## src/rtl/sram_arb_pkg.sv

```systemverilog
// rtl/sram_arb_pkg.sv - shared state encoding, port ids and limits for the SRAM arbiter/controller
package sram_arb_pkg;

  typedef enum logic [2:0] {
    ST_IDLE      = 3'd0,
    ST_RD        = 3'd1,
    ST_RD_DONE   = 3'd2,
    ST_WR_SETUP  = 3'd3,
    ST_WR_STROBE = 3'd4,
    ST_WR_HOLD   = 3'd5
  } state_e;

  localparam logic PORT_CPU   = 1'b0;
  localparam logic PORT_DMA   = 1'b1;

  localparam int   ADDR_W_DEF = 19;
  localparam int   WAIT_MAX   = 15;

  // Strobe counter preload: the counter runs down to zero, so a phase of N cycles loads N-1.
  function automatic logic [3:0] strobe_load(input int wait_cycles);
    return 4'(wait_cycles - 1);
  endfunction

endpackage

```

## src/rtl/sram_arb_ctrl_if.sv

```systemverilog
// rtl/sram_arb_ctrl_if.sv - requester handshakes and SRAM pin bundle for sram_arb_ctrl
interface sram_arb_ctrl_if
  import sram_arb_pkg::*;
#(
  parameter int ADDR_W = ADDR_W_DEF
);
  logic              req0;
  logic              req1;
  logic              we0;
  logic              we1;
  logic [ADDR_W-1:0] addr0;
  logic [ADDR_W-1:0] addr1;
  logic [7:0]        wdata0;
  logic [7:0]        wdata1;
  logic              ack0;
  logic              ack1;
  logic [7:0]        rdata;
  logic [ADDR_W-1:0] sram_addr;
  logic              sram_cen;
  logic              sram_wen;
  logic              sram_oen;
  logic              sram_oe;
  logic [7:0]        sram_dout;
  logic [7:0]        sram_din;

  modport slave (
    input  req0, req1, we0, we1, addr0, addr1, wdata0, wdata1, sram_din,
    output ack0, ack1, rdata, sram_addr, sram_cen, sram_wen, sram_oen, sram_oe, sram_dout
  );

  modport master (
    output req0, req1, we0, we1, addr0, addr1, wdata0, wdata1, sram_din,
    input  ack0, ack1, rdata, sram_addr, sram_cen, sram_wen, sram_oen, sram_oe, sram_dout
  );
endinterface

```

## src/rtl/sram_arb_sel.sv

```systemverilog
// rtl/sram_arb_sel.sv - two-way grant selector; fixed priority, or round-robin when SRAM_ARB_RR_EN is defined
module sram_arb_sel
  import sram_arb_pkg::*;
(
  input  logic clk,
  input  logic reset,
  input  logic req0,
  input  logic req1,
  input  logic take,
  output logic gnt_valid,
  output logic gnt_port
);

`ifdef SRAM_ARB_RR_EN
  logic last_q;
  logic last_d;

  // On a tie the port that was not granted last wins; single requests win outright.
  always_comb begin
    gnt_valid = req0 | req1;
    if (req0 && req1) begin
      gnt_port = ~last_q;
    end else if (req1) begin
      gnt_port = PORT_DMA;
    end else begin
      gnt_port = PORT_CPU;
    end
    last_d = take ? gnt_port : last_q;
  end

  // Last-grant flag starts at the DMA port so the CPU wins the first tie.
  always_ff @(posedge clk) begin
    if (reset) begin
      last_q <= PORT_DMA;
    end else begin
      last_q <= last_d;
    end
  end
`else
  logic unused_sel;

  // CPU port always wins; the DMA port is served only when the CPU is not asking.
  always_comb begin
    gnt_valid = req0 | req1;
    gnt_port  = req0 ? PORT_CPU : PORT_DMA;
  end

  assign unused_sel = clk ^ reset ^ take;
`endif

endmodule

```

## src/rtl/sram_arb_ctrl.sv

```systemverilog
// rtl/sram_arb_ctrl.sv - timed async SRAM read/write sequencer shared by two requesters (SRAM_ARB_RR_EN: round-robin)
module sram_arb_ctrl
  import sram_arb_pkg::*;
#(
  parameter int ADDR_W      = ADDR_W_DEF,
  parameter int WAIT_CYCLES = 1            // strobe length, 1..WAIT_MAX
) (
  input logic            clk,
  input logic            reset,
  sram_arb_ctrl_if.slave bus
);

  state_e            state_q, state_d;
  logic              port_q, port_d;
  logic [3:0]        cnt_q, cnt_d;
  logic [ADDR_W-1:0] addr_q, addr_d;
  logic [7:0]        dout_q, dout_d;
  logic [7:0]        rdata_q, rdata_d;
  logic              cen_q, cen_d;
  logic              wen_q, wen_d;
  logic              oen_q, oen_d;
  logic              oe_q, oe_d;
  logic              ack0_q, ack0_d;
  logic              ack1_q, ack1_d;

  logic              take;
  logic              gnt_valid;
  logic              gnt_port;
  logic              gnt_we;
  logic [ADDR_W-1:0] gnt_addr;
  logic [7:0]        gnt_wdata;

  sram_arb_sel u_sel (
    .clk       (clk),
    .reset     (reset),
    .req0      (bus.req0),
    .req1      (bus.req1),
    .take      (take),
    .gnt_valid (gnt_valid),
    .gnt_port  (gnt_port)
  );

  assign gnt_we    = (gnt_port == PORT_DMA) ? bus.we1    : bus.we0;
  assign gnt_addr  = (gnt_port == PORT_DMA) ? bus.addr1  : bus.addr0;
  assign gnt_wdata = (gnt_port == PORT_DMA) ? bus.wdata1 : bus.wdata0;

  // Next-state and next-output logic; every pin is a flop so strobe edges are glitch-free.
  always_comb begin
    state_d = state_q;
    port_d  = port_q;
    cnt_d   = cnt_q;
    addr_d  = addr_q;
    dout_d  = dout_q;
    rdata_d = rdata_q;
    cen_d   = cen_q;
    wen_d   = wen_q;
    oen_d   = oen_q;
    oe_d    = oe_q;
    ack0_d  = 1'b0;
    ack1_d  = 1'b0;
    take    = 1'b0;

    case (state_q)
      ST_IDLE: begin
        cen_d = 1'b1;
        wen_d = 1'b1;
        oen_d = 1'b1;
        oe_d  = 1'b0;
        if (gnt_valid) begin
          take   = 1'b1;
          port_d = gnt_port;
          addr_d = gnt_addr;
          cnt_d  = strobe_load(WAIT_CYCLES);
          cen_d  = 1'b0;
          if (gnt_we) begin
            // Drive the data pins a full cycle before WEn falls.
            dout_d  = gnt_wdata;
            oe_d    = 1'b1;
            state_d = ST_WR_SETUP;
          end else begin
            oen_d   = 1'b0;
            state_d = ST_RD;
          end
        end
      end

      ST_RD: begin
        if (cnt_q == 4'd0) begin
          rdata_d = bus.sram_din;
          cen_d   = 1'b1;
          oen_d   = 1'b1;
          ack0_d  = (port_q == PORT_CPU);
          ack1_d  = (port_q == PORT_DMA);
          state_d = ST_RD_DONE;
        end else begin
          cnt_d = cnt_q - 4'd1;
        end
      end

      ST_RD_DONE: begin
        state_d = ST_IDLE;
      end

      ST_WR_SETUP: begin
        wen_d   = 1'b0;
        state_d = ST_WR_STROBE;
      end

      ST_WR_STROBE: begin
        if (cnt_q == 4'd0) begin
          // WEn rises while address and data stay put, giving the SRAM its hold time.
          wen_d   = 1'b1;
          ack0_d  = (port_q == PORT_CPU);
          ack1_d  = (port_q == PORT_DMA);
          state_d = ST_WR_HOLD;
        end else begin
          cnt_d = cnt_q - 4'd1;
        end
      end

      ST_WR_HOLD: begin
        cen_d   = 1'b1;
        oe_d    = 1'b0;
        state_d = ST_IDLE;
      end

      default: begin
        cen_d   = 1'b1;
        wen_d   = 1'b1;
        oen_d   = 1'b1;
        oe_d    = 1'b0;
        state_d = ST_IDLE;
      end
    endcase
  end

  // State and output registers; reset parks the bus with all strobes high and pins undriven.
  always_ff @(posedge clk) begin
    if (reset) begin
      state_q <= ST_IDLE;
      port_q  <= PORT_CPU;
      cnt_q   <= 4'd0;
      addr_q  <= '0;
      dout_q  <= 8'h00;
      rdata_q <= 8'h00;
      cen_q   <= 1'b1;
      wen_q   <= 1'b1;
      oen_q   <= 1'b1;
      oe_q    <= 1'b0;
      ack0_q  <= 1'b0;
      ack1_q  <= 1'b0;
    end else begin
      state_q <= state_d;
      port_q  <= port_d;
      cnt_q   <= cnt_d;
      addr_q  <= addr_d;
      dout_q  <= dout_d;
      rdata_q <= rdata_d;
      cen_q   <= cen_d;
      wen_q   <= wen_d;
      oen_q   <= oen_d;
      oe_q    <= oe_d;
      ack0_q  <= ack0_d;
      ack1_q  <= ack1_d;
    end
  end

  assign bus.ack0      = ack0_q;
  assign bus.ack1      = ack1_q;
  assign bus.rdata     = rdata_q;
  assign bus.sram_addr = addr_q;
  assign bus.sram_cen  = cen_q;
  assign bus.sram_wen  = wen_q;
  assign bus.sram_oen  = oen_q;
  assign bus.sram_oe   = oe_q;
  assign bus.sram_dout = dout_q;

endmodule

```

## src/flat_wrapper.sv

```systemverilog
// flat-port wrapper written by rule: the top's interface ports become plain ports
module sram_arb_ctrl_flat import sram_arb_pkg::*;
#(
  parameter int ADDR_W      = ADDR_W_DEF,
  parameter int WAIT_CYCLES = 1                                         
)
  (clk, reset, bus_req0, bus_req1, bus_we0, bus_we1, bus_addr0, bus_addr1, bus_wdata0, bus_wdata1, bus_sram_din, bus_ack0, bus_ack1, bus_rdata, bus_sram_addr, bus_sram_cen, bus_sram_wen, bus_sram_oen, bus_sram_oe, bus_sram_dout);
  sram_arb_ctrl_if #(.ADDR_W(ADDR_W)) bus_i ();
  input logic clk;
  input logic reset;
  input wire logic [$bits(bus_i.req0)-1:0] bus_req0;
  input wire logic [$bits(bus_i.req1)-1:0] bus_req1;
  input wire logic [$bits(bus_i.we0)-1:0] bus_we0;
  input wire logic [$bits(bus_i.we1)-1:0] bus_we1;
  input wire logic [$bits(bus_i.addr0)-1:0] bus_addr0;
  input wire logic [$bits(bus_i.addr1)-1:0] bus_addr1;
  input wire logic [$bits(bus_i.wdata0)-1:0] bus_wdata0;
  input wire logic [$bits(bus_i.wdata1)-1:0] bus_wdata1;
  input wire logic [$bits(bus_i.sram_din)-1:0] bus_sram_din;
  output wire logic [$bits(bus_i.ack0)-1:0] bus_ack0;
  output wire logic [$bits(bus_i.ack1)-1:0] bus_ack1;
  output wire logic [$bits(bus_i.rdata)-1:0] bus_rdata;
  output wire logic [$bits(bus_i.sram_addr)-1:0] bus_sram_addr;
  output wire logic [$bits(bus_i.sram_cen)-1:0] bus_sram_cen;
  output wire logic [$bits(bus_i.sram_wen)-1:0] bus_sram_wen;
  output wire logic [$bits(bus_i.sram_oen)-1:0] bus_sram_oen;
  output wire logic [$bits(bus_i.sram_oe)-1:0] bus_sram_oe;
  output wire logic [$bits(bus_i.sram_dout)-1:0] bus_sram_dout;
  assign bus_i.req0 = bus_req0;
  assign bus_i.req1 = bus_req1;
  assign bus_i.we0 = bus_we0;
  assign bus_i.we1 = bus_we1;
  assign bus_i.addr0 = bus_addr0;
  assign bus_i.addr1 = bus_addr1;
  assign bus_i.wdata0 = bus_wdata0;
  assign bus_i.wdata1 = bus_wdata1;
  assign bus_i.sram_din = bus_sram_din;
  assign bus_ack0 = bus_i.ack0;
  assign bus_ack1 = bus_i.ack1;
  assign bus_rdata = bus_i.rdata;
  assign bus_sram_addr = bus_i.sram_addr;
  assign bus_sram_cen = bus_i.sram_cen;
  assign bus_sram_wen = bus_i.sram_wen;
  assign bus_sram_oen = bus_i.sram_oen;
  assign bus_sram_oe = bus_i.sram_oe;
  assign bus_sram_dout = bus_i.sram_dout;
  sram_arb_ctrl #(.ADDR_W(ADDR_W), .WAIT_CYCLES(WAIT_CYCLES)) u_core (.clk(clk), .reset(reset), .bus(bus_i));
endmodule
```

## config.mk

```make
export PLATFORM = sky130hd
export DESIGN_NAME = sram_arb_ctrl_flat
export DESIGN_NICKNAME = d
export VERILOG_FILES = /design/src/rtl/sram_arb_pkg.sv /design/src/rtl/sram_arb_ctrl_if.sv /design/src/rtl/sram_arb_sel.sv /design/src/rtl/sram_arb_ctrl.sv /design/src/flat_wrapper.sv
export SDC_FILE = /design/constraint.sdc
export NUM_CORES = 1
export LEC_CHECK = 0
export BUFFER_PORTS_ARGS = -buffer_cell sky130_fd_sc_hd__buf_2
export CORE_MARGIN = 4
export CORE_UTILIZATION = 30
export DETAILED_ROUTE_END_ITERATION = 8
export SYNTH_ARGS = -nofsm -noshare
export SYNTH_HDL_FRONTEND = slang
export SYNTH_SLANG_ARGS = --single-unit
```

## constraint.sdc

```tcl
create_clock -name clk -period 2.37 [get_ports clk]
set_input_delay 0 -clock clk [delete_from_list [all_inputs] [get_ports clk]]
set_output_delay 0 -clock clk [all_outputs]
set_load 0.02 [all_outputs]
```

==> results of run 1 <==
==> cell families after synthesis <==
group,after synthesis,synth area share (%)
flip-flops,49,41.3
adder cells (fa/ha/maj),2,1.05
AND/OR/NAND/NOR,47,12.1
multiplexers,31,13.3
AO/OA/AOI/OAI,88,24.3
buffers and inverters,33,7.37
XOR/XNOR,1,0.684
==> worst paths after layout <==
path                                        start                        to  slack (ns)  cells after the start
worst min-delay path                bus_addr1[14]  u_core.bus.sram_addr[14]        0.03                      3
worst max register to register  u_core.state_q[2]           u_core.cnt_q[1]        0.64                      3
worst max-delay path            u_core.state_q[2]           u_core.cnt_q[1]        0.64                      3
worst min register to register      u_core.port_q           u_core.bus.ack0        0.45                      1
==> placed cells by master, fill, tap and decap left out, types with 2 or more instances in the layout <==
master / synthesis / layout
a311oi_1: 8 / 8
nand4_1: 2 / 2
buf_4: 5 / 4
a31oi_1: 8 / 8
buf_2: 8 / 108
mux2i_1: 30 / 30
ha_1: 2 / 2
a21oi_1: 31 / 31
dlygate4sd3_1: 0 / 8
nand3_1: 10 / 10
and3b_1: 2 / 2
inv_1: 9 / 9
nand2_1: 6 / 6
o211ai_1: 3 / 3
clkbuf_8: 0 / 6
nor4_1: 2 / 2
dfxtp_1: 49 / 49
a211oi_1: 20 / 20
or2_2: 2 / 2
o21ai_0: 10 / 10
nor2_1: 8 / 8
nor3_1: 3 / 3
==> stage by stage <==
step / instance area (µm²) / setup WS, ns
after CTS: 3140 / 0.638
after global routing: 3140 / 0.475
final: 3140 / 0.635
after detailed placement: 2940 / 0.648
after floorplan: 2380 / 0.852
after global placement: 2940 / 0.708
==> critical path, stage by stage (launching register included) <==
cell,delay [ns]
dfxtp_1,0.74
xor2_2,0.25
a2111oi_2,0.48
o32ai_2,0.12
==> per-layer routing <==
layer	track usage, %	wire length, µm	up-vias	share of wire, %
met2	22.8	3100	74	48
met1	16.0	2830	1028	44
met4	5.29	155	0	2.4
li1	-	-	1148	-
met5	0	0	-	0
met3	2.60	321	11	5.0
==> timing repair <==
item	4_1_cts	5_1_grt
hold buffers	8	0
hold endpoints to repair	8	0
endpoints found under the setup margin	0	0
buffers inserted	0	0
==> synthesized netlist by cell type, types with 3 or more instances <==
master / n / area [µm²]
a211oi_1: 20 / 150
o211ai_1: 3 / 22.5
a31oi_1: 8 / 50.1
a21oi_1: 31 / 155
a311oi_1: 8 / 70.1
clkbuf_1: 7 / 26.3
o21ai_0: 10 / 50.1
nor3_1: 3 / 15.0
buf_4: 5 / 37.5
inv_1: 9 / 33.8
nor2_1: 8 / 30.0
buf_2: 8 / 40.0
nand3_1: 10 / 50.1
mux2i_1: 30 / 300
dfxtp_1: 49 / 981
nand2_1: 6 / 22.5
==> flip-flops by register name (all words and copies together), names as in the netlist, 3 cells and up <==
| signal | count |
|---|---|
| u_core.bus.sram_dout | 8 |
| u_core.bus.rdata | 8 |
| u_core.cnt_q | 4 |
| u_core.state_q | 3 |
| u_core.bus.sram_addr | 19 |
==> where the power goes <==
group / leakage (nW) / internal (mW) / total [mW] / switching, mW
Combinational: 0.950 / 0.276 / 0.679 / 0.403
Clock: 0.0585 / 0.344 / 0.618 / 0.273
Sequential: 0.403 / 0.926 / 1.00 / 0.0753
Total: 1.41 / 1.55 / 2.30 / 0.752
==> area by class of cell <==
cell class,instances,area (µm²),share of cell area [%]
Clock inverter,1,30.0,0.957
Inverter,9,33.8,1.08
Tap cell,102,128,4.07
Sequential cell,49,981,31.3
Timing Repair Buffer,120,651,20.7
Multi-Input combinational cell,169,1230,39.1
Clock buffer,7,86.3,2.75
==> impl_metrics.py, run 1 <==
metrics = {
    "route": {
        "wl_per_cell_um": 14.0,
        "routed_wl_um": 6410,
        "viasPerCell": 4.95,
        "dr.pass1.iters": 4,
        "route.detailed.drc": 0,
        "ant_nets": 0,
        "vias": 2261,
        "first_iter_violations": 116,
    },
    "status": {
        "outcome": "complete, no violations",
    },
    "power_and_ir_drop": {
        "leakagePower_nw": 1.41,
        "cellPowerDensity_nw_per_um2": 733,
        "peakVddDrop_uv": 265,
        "total_power_mw": 2.30,
    },
    "placed_design": {
        "dp_hpwl_um": 4430,
        "gp_congestion": 0.702,
        "dp_cells": 441,
        "portBuffers": 108,
    },
    "timing": {
        "max_freq_mhz": 576,
        "rsz0062_at_grt": "false",
        "setup_viol": 0,
        "final.setup.tns_ns": 0,
        "fin_crit_ns": 1.73,
        "tightest_slew_ns": 0.912,
        "slew_viol_final": 0,
        "max_slew_margin_pct": 39.2,
        "hold_viol": 0,
        "fin_skew_ns": 0.00389,
        "period_share_pct": 73.2,
        "hold-worst-slack_ns": 0.0309,
    },
    "floorplanning": {
        "io-pin-count": 109,
        "die_y_um": 97.0,
        "rows": 32,
        "core_um2": 7730,
        "initial_core_util_pct": 30.8,
        "die_x_um": 97.0,
        "die_area_um2": 9410,
    },
    "job": {
        "max-cap-violations": 0,
    },
    "synth": {
        "synth-seq-area-share_pct": 41.3,
        "yosysUniqueCellTypes": 45,
        "synthArstFlopShare_pct": 0,
        "synth_area_per_cell_um2": 9.47,
        "synth_edf_count": 0,
        "yosys_warnings": 0,
        "synthesis.area_um2": 2380,
        "synthCells": 251,
        "ys.flop_type": "dfxtp_1",
        "syn_nets": 321,
        "ys_ff_latch": 49,
    },
    "critical_path": {
        "required_ns": 2.53,
        "critPathKind": "reg -> reg",
        "critical_path.max_fanout": 16,
        "worst_setup_path_end_kind": "flop",
        "crit_path_start_kind": "flop",
        "arrival_ns": 1.90,
    },
    "global_routing": {
        "grt_pass1_vias": 2224,
        "grt_overflow": 0,
        "grt_max_degree": 49,
        "antenna_found_initial": 0,
        "grt.total_usage_pct": 13.2,
        "grt_pass1_wl_um": 10400,
    },
    "clocking": {
        "cts_tree": "done",
        "worstSkewPairLatency_ns": 0.30,
        "clockRootBuffer": "clkbuf_8",
        "clk_path_buf_depth": 2,
        "clock_sinks": 49,
        "cts_buffers": 5,
        "htree_levels": 2,
        "clkSlewWorstSetupHoldPaths_ns": 0.09,
        "cts_resized": 0,
    },
    "cells_and_area": {
        "stdcell_count": 457,
        "syn_to_final_growth_pct": 31.9,
        "diodes": 0,
        "finish.utilization_pct": 40.6,
        "fillCellCount": 765,
        "nets": 424,
        "drive_above_1_share_pct": 36.6,
    },
    "min_path": {
        "min_path_type": "in -> reg",
    },
}
(Power assumes the default switching activity.)
==> run 2, diff against run 1 <==
Clock period 2.37 ns to 1.8 ns, I/O delays scaled along.
==> run 2 against run 1 <==
Compared with the run above:
- largest power group unchanged
- clock skew grew 0.0037 ns
- via count decreased by 0.93%
- final cell count is 1.1% higher
- flip-flop and latch count unchanged
- wire length shrank 2.2%
- fmax grew 4.6%
- setup slack worse by 0.49 ns
- core utilization is 0.42 points higher
- clock-buffer cell count stayed put
==> impl_metrics.py, run 2 (synthesis results as in run 1) <==
metrics = {
    "timing": {
        "slew_viol_final": 0,
        "tightest_slew_ns": 0.564,
        "hold-worst-slack_ns": 0.0352,
        "period_share_pct": 92.2,
        "max_slew_margin_pct": 62.1,
        "setup_viol": 0,
        "fin_crit_ns": 1.66,
        "max_freq_mhz": 603,
        "rsz0062_at_grt": "false",
        "final.setup.tns_ns": 0,
        "fin_skew_ns": 0.00759,
        "hold_viol": 0,
    },
    "power_and_ir_drop": {
        "peakVddDrop_uv": 324,
        "clkPwrFrac_pct": 22.8,
        "seq_power_share_pct": 45.2,
        "p_sw_mw": 0.984,
        "share_comb_of_total_power_pct": 32.0,
        "cellPowerDensity_nw_per_um2": 913,
        "p_sw_share_pct": 34.0,
        "power.internal_mw": 1.91,
        "leakagePower_nw": 1.44,
    },
    "cells_and_area": {
        "largest_reg_flops": 19,
        "drive_above_1_share_pct": 37.8,
        "nets": 430,
        "final_area_um2": 3170,
        "syn_to_final_growth_pct": 33.3,
        "layout_commonest_cell": "buf_2",
        "diodes": 0,
        "final_cell_mix": "buf_2 (108), dfxtp_1 (49), a21oi_1 (31)",
    },
    "critical_path": {
        "critPathKind": "reg -> reg",
        "max_stage_delay_ns": 0.59,
        "crit_path_top_delay_cell": "or3b_2",
        "worst_setup_path_end_kind": "flop",
        "required_ns": 1.96,
        "crit_path_start_kind": "flop",
        "path_cells": "inv_1, ha_1, or3b_2, o21ai_0, a21oi_1",
        "arrival_ns": 1.82,
        "critical_path.max_fanout": 11,
    },
    "global_routing": {
        "grt_pass1_wl_um": 10300,
        "grt_max_degree": 31,
        "grt_pass1_vias": 2200,
        "antenna_found_initial": 0,
        "grt.total_usage_pct": 13.0,
        "grt_overflow": 0,
    },
    "route": {
        "viasPerCell": 4.85,
        "ant_nets": 0,
        "route.detailed.drc": 0,
        "vias": 2240,
        "routed_wl_um": 6280,
        "dr.pass1.iters": 4,
        "first_iter_violations": 67,
        "wl_per_cell_um": 13.6,
    },
    "clocking": {
        "clockRootBuffer": "clkbuf_8",
        "worstSkewPairLatency_ns": 0.30,
        "htree_levels": 2,
        "clk_path_buf_depth": 2,
        "cts_buffers": 5,
        "cts_tree": "done",
        "clock_sinks": 49,
        "clkSlewWorstSetupHoldPaths_ns": 0.09,
    },
    "floorplanning": {
        "initial_core_util_pct": 30.8,
        "die_y_um": 97.0,
        "core_um2": 7730,
        "die_area_um2": 9410,
        "io-pin-count": 109,
        "die_x_um": 97.0,
        "rows": 32,
    },
    "placed_design": {
        "dpl_cell_area_um2": 3000,
        "dp_hpwl_um": 4630,
        "portBuffers": 108,
        "gp_congestion": 0.757,
    },
    "status": {
        "outcome": "complete, no violations",
    },
    "job": {
        "max-cap-violations": 0,
    },
    "min_path": {
        "min_path_type": "in -> reg",
    },
}
run 2: changes by cell type in the layout (fill, tap and decap cells not counted), sizes merged:
cell,before,now
bufinv,1,0
buf,112,118
run 2: final cells by class:
| type | count | area (µm²) |
|---|---|---|
| clock buffer | 7 | 86.3 |
| sequential | 49 | 981 |
| fill | 772 | 4560 |
| tap | 102 | 128 |
| inverter | 9 | 33.8 |
| timing repair buffer | 126 | 708 |
| multi-input combinational | 169 | 1230 |
run 2: worst paths after layout:
check	slack (ns)	cells past startpoint	to	startpoint
min	0.04	3	u_core.bus.sram_addr[4]	bus_addr1[4]
max reg2reg	0.14	5	u_core.bus.rdata[2]	u_core.cnt_q[0]
min reg2reg	0.44	1	u_core.bus.ack0	u_core.port_q
max	0.14	5	u_core.bus.rdata[2]	u_core.cnt_q[0]
run 2: what timing repair did:
| item | CTS | global route |
|---|---|---|
| setup endpoints to repair | 0 | 6 |
| endpoints found under the hold margin | 8 | 0 |
| gates resized for setup | 0 | 1 |
| setup buffers | 0 | 0 |
| hold buffers | 8 | 0 |
run 2: stage by stage:
step           std cells  setup WS, ns  power, mW  util (%)
6_report             462         0.141       2.89      41.0
5_1_grt              462        0.0207       3.06      41.0
4_1_cts              462        0.0742       2.94      40.9
3_5_place_dp         447        0.0965       2.26      38.8
3_3_place_gp         447         0.142       2.24      38.8
2_1_floorplan        251         0.282       1.95         -
run 2: worst max-delay path, delay by kind of cell, from the launching register on:
family	cells	cell delay [ns]
flip-flops	1	0.33
AO/OA/AOI/OAI	2	0.31
AND/OR/NAND/NOR	1	0.59
adder cells (fa/ha/maj)	1	0.21
buffers and inverters	1	0.08
run 2: metal layers:
layer | vias up | GRT usage, % | part of all wire, % | routed length, µm
met5 | - | 0 | 0 | 0
met4 | 0 | 4.54 | 1.9 | 119
met3 | 10 | 2.38 | 4.7 | 296
met2 | 69 | 22.5 | 49 | 3050
met1 | 1005 | 16.1 | 45 | 2810
li1 | 1156 | - | - | -
run 2: power by group through the flow:
stage               logic (mW)  clock network (mW)  registers, mW
floorplan                0.480                   0           1.47
global placement         0.908                   0           1.33
detailed placement       0.926                   0           1.33
CTS                      0.940               0.690           1.31
global route              1.02               0.713           1.33
finish                   0.924               0.660           1.31
==> run 3, diff against run 2 <==
Clock period 1.8 ns to 1.9 ns, I/O delays scaled along.
==> run 3 against run 2 <==
Compared with the run above:
- combinational power is 6.2% lower
- final area is 0.55% lower
- die area stayed put
- final cell count is 0.22% higher
- clock power is 7.1% lower
- clock skew is 0.0035 ns higher
- critical path depth stayed put
==> impl_metrics.py, run 3 (synthesis results as in run 1) <==
metrics = {
    "critical_path": {
        "arrival_ns": 1.86,
        "worst_setup_path_end_kind": "flop",
        "path_cells": "inv_1, ha_1, nor3b_1, nand2_1, a2111oi_1",
        "critPathKind": "reg -> reg",
        "max_stage_delay_ns": 0.41,
        "required_ns": 2.08,
        "critical_path.max_fanout": 5,
        "crit_path_start_kind": "flop",
        "ff2ff_setup_slack_ns": 0.21,
        "crit_path_top_delay_cell": "nor3b_1",
    },
    "clocking": {
        "clkSlewWorstSetupHoldPaths_ns": 0.10,
        "htree_levels": 2,
        "cts_buffers": 5,
        "cts_resized": 0,
        "worstSkewPairLatency_ns": 0.31,
        "post_cts_buffers": 0,
        "cts_tree": "done",
        "clock_sinks": 49,
        "cts_hold_buf": 8,
        "clockRootBuffer": "clkbuf_8",
        "clk_path_buf_depth": 2,
    },
    "timing": {
        "fin_crit_ns": 1.69,
        "hold-worst-slack_ns": 0.0194,
        "period_share_pct": 88.8,
        "hold_viol": 0,
        "final.setup.tns_ns": 0,
        "max_freq_mhz": 593,
        "fin_skew_ns": 0.0111,
        "rsz0062_at_grt": "false",
        "fin_ws_ns": 0.214,
        "setup_viol": 0,
        "slew_viol_final": 0,
        "max_slew_margin_pct": 64.5,
        "tightest_slew_ns": 0.533,
    },
    "floorplanning": {
        "die_x_um": 97.0,
        "die_area_um2": 9410,
        "initial_core_util_pct": 30.8,
        "rows": 32,
        "io-pin-count": 109,
        "core_um2": 7730,
        "die_y_um": 97.0,
    },
    "power_and_ir_drop": {
        "total_power_mw": 2.72,
        "peakVddDrop_uv": 330,
        "cellPowerDensity_nw_per_um2": 864,
        "leakagePower_nw": 1.43,
    },
    "route": {
        "vias": 2244,
        "first_iter_violations": 99,
        "viasPerCell": 4.85,
        "ant_nets": 0,
        "route.detailed.drc": 0,
        "dr.pass1.iters": 6,
        "routed_wl_um": 6430,
        "wl_per_cell_um": 13.9,
    },
    "cells_and_area": {
        "syn_to_final_growth_pct": 32.6,
        "nets": 430,
        "finish.utilization_pct": 40.8,
        "final_cell_mix": "buf_2 (108), dfxtp_1 (49), a21oi_1 (31)",
        "diodes": 0,
        "largest_reg_flops": 19,
        "final_area_um2": 3150,
        "stdcell_count": 463,
        "layout_commonest_cell": "buf_2",
        "drive_above_1_share_pct": 38.0,
    },
    "placed_design": {
        "gp_congestion": 0.721,
        "place_ws_ns": 0.260,
        "dp_cells": 447,
        "portBuffers": 108,
        "dpl_cell_area_um2": 2990,
        "dp_hpwl_um": 4650,
    },
    "min_path": {
        "min_path_type": "in -> reg",
    },
    "status": {
        "outcome": "complete, no violations",
    },
    "global_routing": {
        "grt_pass1_vias": 2220,
        "antenna_found_initial": 0,
        "grt_pass1_wl_um": 10500,
        "grt_max_degree": 29,
        "grt_overflow": 0,
        "grt.total_usage_pct": 13.3,
    },
    "job": {
        "max-cap-violations": 0,
    },
}
-- run 3: worst max-delay path: cells and delay by family (launching register included) --
| kind | cells | cell delay (ns) |
|---|---|---|
| buffers and inverters | 1 | 0.08 |
| and+or+nand+nor | 2 | 0.54 |
| AOI/OAI and AO/OA | 1 | 0.40 |
| adders and majority gates | 1 | 0.21 |
| DFF | 1 | 0.32 |
-- run 3: cell type report --
type,instances,area (µm²)
Sequential cell,49,981
Multi-Input combinational cell,169,1230
Inverter,9,33.8
Timing Repair Buffer,126,696
Tap cell,102,128
Clock buffer,5,68.8
Clock inverter,3,17.5
Fill cell,792,4580
-- run 3: report_power, final --
part           switching [mW]  leakage, nW  internal (mW)
clock network           0.358       0.0439          0.255
logic                   0.512        0.980          0.354
registers              0.0865        0.403           1.16
-- run 3: layer usage --
metal / GRT usage (%) / vias up / part of all wire, %
met3: 2.81 / 7 / 4.3
li1: - / 1155 / -
met2: 22.3 / 69 / 49
met1: 17.4 / 1013 / 45
met5: 0 / - / 0
met4: 3.56 / 0 / 1.2
-- run 3: path summary, 6_finish.rpt --
| check | start | cells after the start | end |
|---|---|---|---|
| max | u_core.cnt_q[1] | 5 | u_core.state_q[1] |
| min | bus_addr1[15] | 3 | u_core.bus.sram_addr[15] |
| max reg2reg | u_core.cnt_q[1] | 5 | u_core.state_q[1] |
| min reg2reg | u_core.bus.sram_oe | 2 | u_core.bus.sram_oe |
